## config.mk

```make
export PLATFORM = sky130hd
export DESIGN_NAME = fetch_unit
export DESIGN_NICKNAME = d
export VERILOG_FILES = /design/src/rtl/fetch_unit.sv
export SDC_FILE = /design/constraint.sdc
export NUM_CORES = 1
export LEC_CHECK = 0
export CAP_MARGIN = 20
export CORE_MARGIN = 2
export CORE_UTILIZATION = 42
export CTS_CLUSTER_DIAMETER = 120
export CTS_CLUSTER_SIZE = 8
export DETAILED_ROUTE_END_ITERATION = 10
export PLACE_DENSITY = 0.88
export RECOVER_POWER = 50
export SLEW_MARGIN = 0
export SYNTH_ARGS = -nofsm -noshare
export SYNTH_HDL_FRONTEND = slang
export SYNTH_SLANG_ARGS = --single-unit
```

## constraint.sdc

```tcl
create_clock -name clk -period 5.9 [get_ports clk]
set_input_delay 0.885 -clock clk [delete_from_list [all_inputs] [get_ports clk]]
set_output_delay 0.885 -clock clk [all_outputs]
set_load 0.05 [all_outputs]
```

## src/rtl/fetch_unit.sv

```systemverilog
// IF stage of the 5-stage MIPS pipeline: PC register, instruction fetch and IF/ID register.
// Handles redirects from ID, exception entry from CP0, stalls and fetch address errors.
module fetch_unit #(
  parameter logic [31:0] RESET_PC = 32'h0000_3000,
  parameter logic [31:0] EXC_VEC  = 32'h0000_4180,
  parameter logic [31:0] IM_LO    = 32'h0000_3000,
  parameter logic [31:0] IM_HI    = 32'h0000_4ffc
) (
  input  logic        clk,
  input  logic        reset,
  input  logic        stall,
  input  logic        int_req,
  input  logic        npc_sel,
  input  logic        eret_d,
  input  logic [31:0] npc_in,
  input  logic [31:0] instr_f,
  output logic [31:0] pc_f,
  output logic [31:0] instr_d,
  output logic [31:0] pc8_d,
  output logic        bd_d,
  output logic        exc_d,
  output logic [4:0]  exccode_d
);

  localparam logic [4:0] ExcAdEL = 5'd4;

  logic [31:0] pc_q, pc_n;
  logic [31:0] ifid_instr_q, ifid_instr_n;
  logic [31:0] ifid_pc8_q, ifid_pc8_n;
  logic        ifid_bd_q, ifid_bd_n;
  logic        ifid_exc_q, ifid_exc_n;
  logic [4:0]  ifid_code_q, ifid_code_n;
  logic        fetch_err;

  assign fetch_err = (pc_q[1:0] != 2'b00) || (pc_q < IM_LO) || (pc_q > IM_HI);

  always_comb begin
    pc_n         = pc_q;
    ifid_instr_n = ifid_instr_q;
    ifid_pc8_n   = ifid_pc8_q;
    ifid_bd_n    = ifid_bd_q;
    ifid_exc_n   = ifid_exc_q;
    ifid_code_n  = ifid_code_q;
    if (int_req) begin
      pc_n         = EXC_VEC;
      ifid_instr_n = 32'h0;
      ifid_pc8_n   = 32'h0;
      ifid_bd_n    = 1'b0;
      ifid_exc_n   = 1'b0;
      ifid_code_n  = 5'd0;
    end else if (!stall) begin
      pc_n = npc_sel ? npc_in : pc_q + 32'd4;
      if (npc_sel && eret_d) begin
        // eret has no delay slot: drop the wrong-path fetch
        ifid_instr_n = 32'h0;
        ifid_pc8_n   = 32'h0;
        ifid_bd_n    = 1'b0;
        ifid_exc_n   = 1'b0;
        ifid_code_n  = 5'd0;
      end else begin
        ifid_pc8_n   = pc_q + 32'd8;
        ifid_bd_n    = npc_sel;
        ifid_instr_n = fetch_err ? 32'h0 : instr_f;
        ifid_exc_n   = fetch_err;
        ifid_code_n  = fetch_err ? ExcAdEL : 5'd0;
      end
    end
  end

  always_ff @(posedge clk) begin
    if (reset) begin
      pc_q         <= RESET_PC;
      ifid_instr_q <= 32'h0;
      ifid_pc8_q   <= 32'h0;
      ifid_bd_q    <= 1'b0;
      ifid_exc_q   <= 1'b0;
      ifid_code_q  <= 5'd0;
    end else begin
      pc_q         <= pc_n;
      ifid_instr_q <= ifid_instr_n;
      ifid_pc8_q   <= ifid_pc8_n;
      ifid_bd_q    <= ifid_bd_n;
      ifid_exc_q   <= ifid_exc_n;
      ifid_code_q  <= ifid_code_n;
    end
  end

  assign pc_f      = pc_q;
  assign instr_d   = ifid_instr_q;
  assign pc8_d     = ifid_pc8_q;
  assign bd_d      = ifid_bd_q;
  assign exc_d     = ifid_exc_q;
  assign exccode_d = ifid_code_q;

endmodule

```

# After elaboration in Yosys (flattened, before gate mapping)
# Cells that the tools add are included.
# totals
word_cells	27
regBits	103
# classes
order_cmp	2
n_eq_ne	1
add_sub_neg	2
muxes	10
n_reduce_logical	5
# op_table
cell	count
2-to-1 mux 32 bit	4
adder 32 x 3 -> 32 bit, second input constant	1
adder 32 x 4 -> 32 bit, second input constant	1
greater-than comparator 32 x 15 -> 1 bit, second input constant	1
< comparator 32 x 14 -> 1 bit, second input constant	1
2-to-1 mux 15 bit	2
2-to-1 mux 3 bit	2
logical OR 1 bit	2
2-to-1 mux 1 bit	2
inequality test 2 x 1 -> 1 bit, second input constant	1
nonzero test 2 bit	1
OR reduction 2 bit	1
logical AND 1 bit	1

# Depth between registers and ports, before layout
# logic_depth
depth_word	5
ltp_mapped	7

# Least setup slack after synthesis
# OpenSTA, ideal clock, no wires.
# synth_path
path_type	register to register
from	register pc_q[4], in the netlist pc_f[4]
to	register pc_q[27], in the netlist pc_f[27]
synth_period_minus_slack_ps	2469
path_stages_with_launch	8
arrival_time_ps	2404
setup_slack_ps	3431
path_buffers	1
path_cell_list	dfxtp_1 -> ha_1 -> nand4_4 -> or3_1 -> buf_6 -> nor4_1 -> mux2_2 -> nor2_1
# synth_between
elab_chain_cells	2
# synth_lines
item	line_no	text
start: declaration	27	logic [31:0] pc_q, pc_n;
start signal: assignment	79	pc_q <= pc_n;
adder 32 x 3 -> 32 bit	52	pc_n = npc_sel ? npc_in : pc_q + 32'd4;
2-to-1 mux 32 bit	52	
# Every way passes these cells.
# A chain may end at the register's enable or synchronous reset.

==> results.cfg <==
[layout]
stdcell_count = 827
multi_input_area_um2 = 2480
finalNetCount = 754
regArea_um2 = 1960
area_growth_pct = 39.8
stdcell_area_um2 = 6600
layout-drive-gt1-share_pct = 5.09
fillers = 902
num_antenna_cells = 0

[setup_path]
required_ns = 6.20
crit_fanout = 43
critPathLaunchType = primary input
r2r_slack_ns = 3.21
r2r_end = pc_f[30]
rr_worst_depth = 6
worst_ep_arrival_time_ns = 4.74
critPathCaptureType = flip-flop
path_class = primary input to flip-flop
rr_startpoint = pc_f[2]

[flow_run]
max-cap-violations = 2

[pwr]
p_leak_nw = 2.47
p_per_area_nw_per_um2 = 212
vdd_drop_max_uv = 140

[place]
port-buffer-count = 168
dp_cells = 810
dp_hpwl_um = 11300
place_congestion = 0.932
dpl_cell_area_um2 = 6370

[logic_synthesis]
ys.flop_type = dfxtp_1
yosysMostFrequentCell = dfxtp_1
syn_inst = 549
synth-seq-cells = 98
synth.avg_cell_area_um2 = 8.59
synth_area_leaders = dfxtp_1 42%, a22o_1 6.3%, nand2_1 5.1%
yosysTopAreaCellShare_pct = 41.6
synth_xor_xnor_area_share_pct = 6.50
synth_top_cells_by_count = 98 x dfxtp_1, 64 x nand2_1, 43 x nor2_1
yosysSeqAreaShare_pct = 41.6
synth_compound_area_share_pct = 22.5
ys_types = 60
synth_edf_count = 0
synthAdderAreaFrac_pct = 0.530
async_flop_share_pct = 0
yosysTopAreaCell = dfxtp_1
synth_area_um2 = 4720
synth_top_family_by_area = compound AO/OA/AOI/OAI gates
synthSimpleGateAreaFrac_pct = 21.1
synth_mux_area_share_pct = 1.30
yosysWarningCount = 0

[clocking]
clockBufferDepth = 2
clk_latency_ns = 0.37
cts_buffers = 9
clk_pin_slew_worst_paths_ns = 0.09
cts_resized = 0
cts.sinks = 98
cts_root_buffer = clkbuf_8
cts.htree.levels = 3
cts_tree = built
postCtsSetupRepairBufs = 0
hold_buffers = 0

[detailed_routing]
drc = 0
drt_first_pass_iters = 6
drtIter0Drc = 481
ant_nets = 0
via_count = 4863
wl_per_cell_um = 18.8
routed_via_density = 5.88
drt-total-wl_um = 15500

[global_routing]
grt_max_degree = 56
use_met1_pct = 31.5
grtUsageMet2_pct = 40.1
grt_pass1_vias = 4415
grt.overflow.total = 0
gr-usage-all-layers_pct = 25.1
antenna_found_initial = 0
grt_pass1_wl_um = 23200
grtUsageMet3_pct = 6.94
top_usage_layer = met2

[floorplan]
die_area_um2 = 12100
placementRows = 38
core_area_um2 = 10900
start_util_pct = 43.3
num_io_pins = 173
die_w_um = 110
die_height_um = 110

[sta]
clock_skew_ns = 0.0168
finalSetupViolCount = 0
slew_headroom_pct = -51.3
period_needed_ns = 4.44
period_share_pct = 75.3
hold_slack_ns = 0.452
clock.fmax_ghz = 0.225
slew_viol_final = 80
hold_violations = 0
fin_setup_tns_ns = 0
grt_setup_unrepaired = false
max_slew.worst_pin.slew_ns = 2.27

[hold_path]
holdCritStartpoint = pc8_d[20]
hold_depth = 2
worstHoldPathType = flip-flop to flip-flop
holdPathEnd = pc8_d[20]

[status]
status = complete, but fails checks
violations = capacitance limit, slew limit
[layout make-up]
cell class | count | share of cell area (%)
Multi-Input combinational cell | 391 | 37.6
Sequential cell | 98 | 29.7
Timing Repair Buffer | 173 | 26.1
Tap cell | 140 | 2.66
Clock buffer | 12 | 2.20
Clock inverter | 4 | 1.12
Inverter | 9 | 0.512
[cell usage in the layout, fill, tap and decap left out, types with 3 or more instances in the layout]
cell type,n
dfxtp_1,98
o22ai_1,4
a211oi_1,7
nor4_2,3
o41ai_1,4
o21ai_0,32
clkdlybuf4s50_1,91
nand3_1,10
dlygate4sd3_1,77
nor3_1,12
a22o_1,34
conb_1,4
o21a_1,5
inv_1,7
a21oi_1,30
nor2_1,43
and4_1,3
mux2i_1,5
nand4_1,17
nand2_1,64
o31ai_1,3
clkbuf_1,4
a22oi_1,14
clkbuf_8,10
nand3_2,4
o21ai_1,4
xor2_1,15
or3_1,4
a31oi_1,3
nor4_1,11
xnor2_1,20
[logic make-up (layout without fill, tap and decap cells)]
| group | count (synthesis) | in the layout |
|---|---|---|
| AND/OR/NAND/NOR | 189 | 189 |
| AO/OA/AOI/OAI | 155 | 155 |
| flip-flops | 98 | 98 |
| buffers and inverters | 63 | 198 |
| XOR/XNOR | 35 | 35 |
| multiplexers | 6 | 6 |
| adder cells (fa/ha/maj) | 2 | 2 |
| other | 1 | 4 |
[sequential cells by signal, summed over array words and instances (netlist names), named ones only]
name	cells
pc8_d	32
exccode_d	1
bd_d	1
pc_f	30
instr_d	32
[worst max path at each step]
stage / to / startpoint / cells past startpoint
2_1_floorplan: pc_f[27] / pc_f[4] / 7
3_3_place_gp: instr_d[23] / stall / 7
3_5_place_dp: instr_d[23] / npc_sel / 7
4_1_cts: instr_d[11] / npc_sel / 7
5_1_grt: instr_d[23] / stall / 7
6_report: instr_d[11] / stall / 7
[critical path, stage by stage]
cell and delay (ns):
dlygate4sd3_1 0.53, clkbuf_1 0.74, a21oi_1 0.95, nand2_1 0.65, nor4_4 0.42, buf_4 0.36
a22o_1 0.20
[routing by layer]
layer  vias up  part of all wire [%]
li1       2245                     -
met1      2252                    39
met2       329                    46
met3        37                    12
met4         0                   2.8
met5         -                     0
[through the flow]
stage                     total power (W)  util [%]  worst slack, ns
after detailed placement         0.000927      58.5             2.00
after global routing              0.00145      60.6             1.20
after global placement           0.000923      58.5             2.14
after floorplan                  0.000834         -             3.43
after CTS                         0.00140      60.5             2.38
final                             0.00140      60.6             1.46
[report_power, final]
group          internal (W)  switching, W
clock network      0.000252      0.000235
logic             0.0000885      0.000123
registers          0.000674     0.0000267
(Power assumes the default switching activity.)
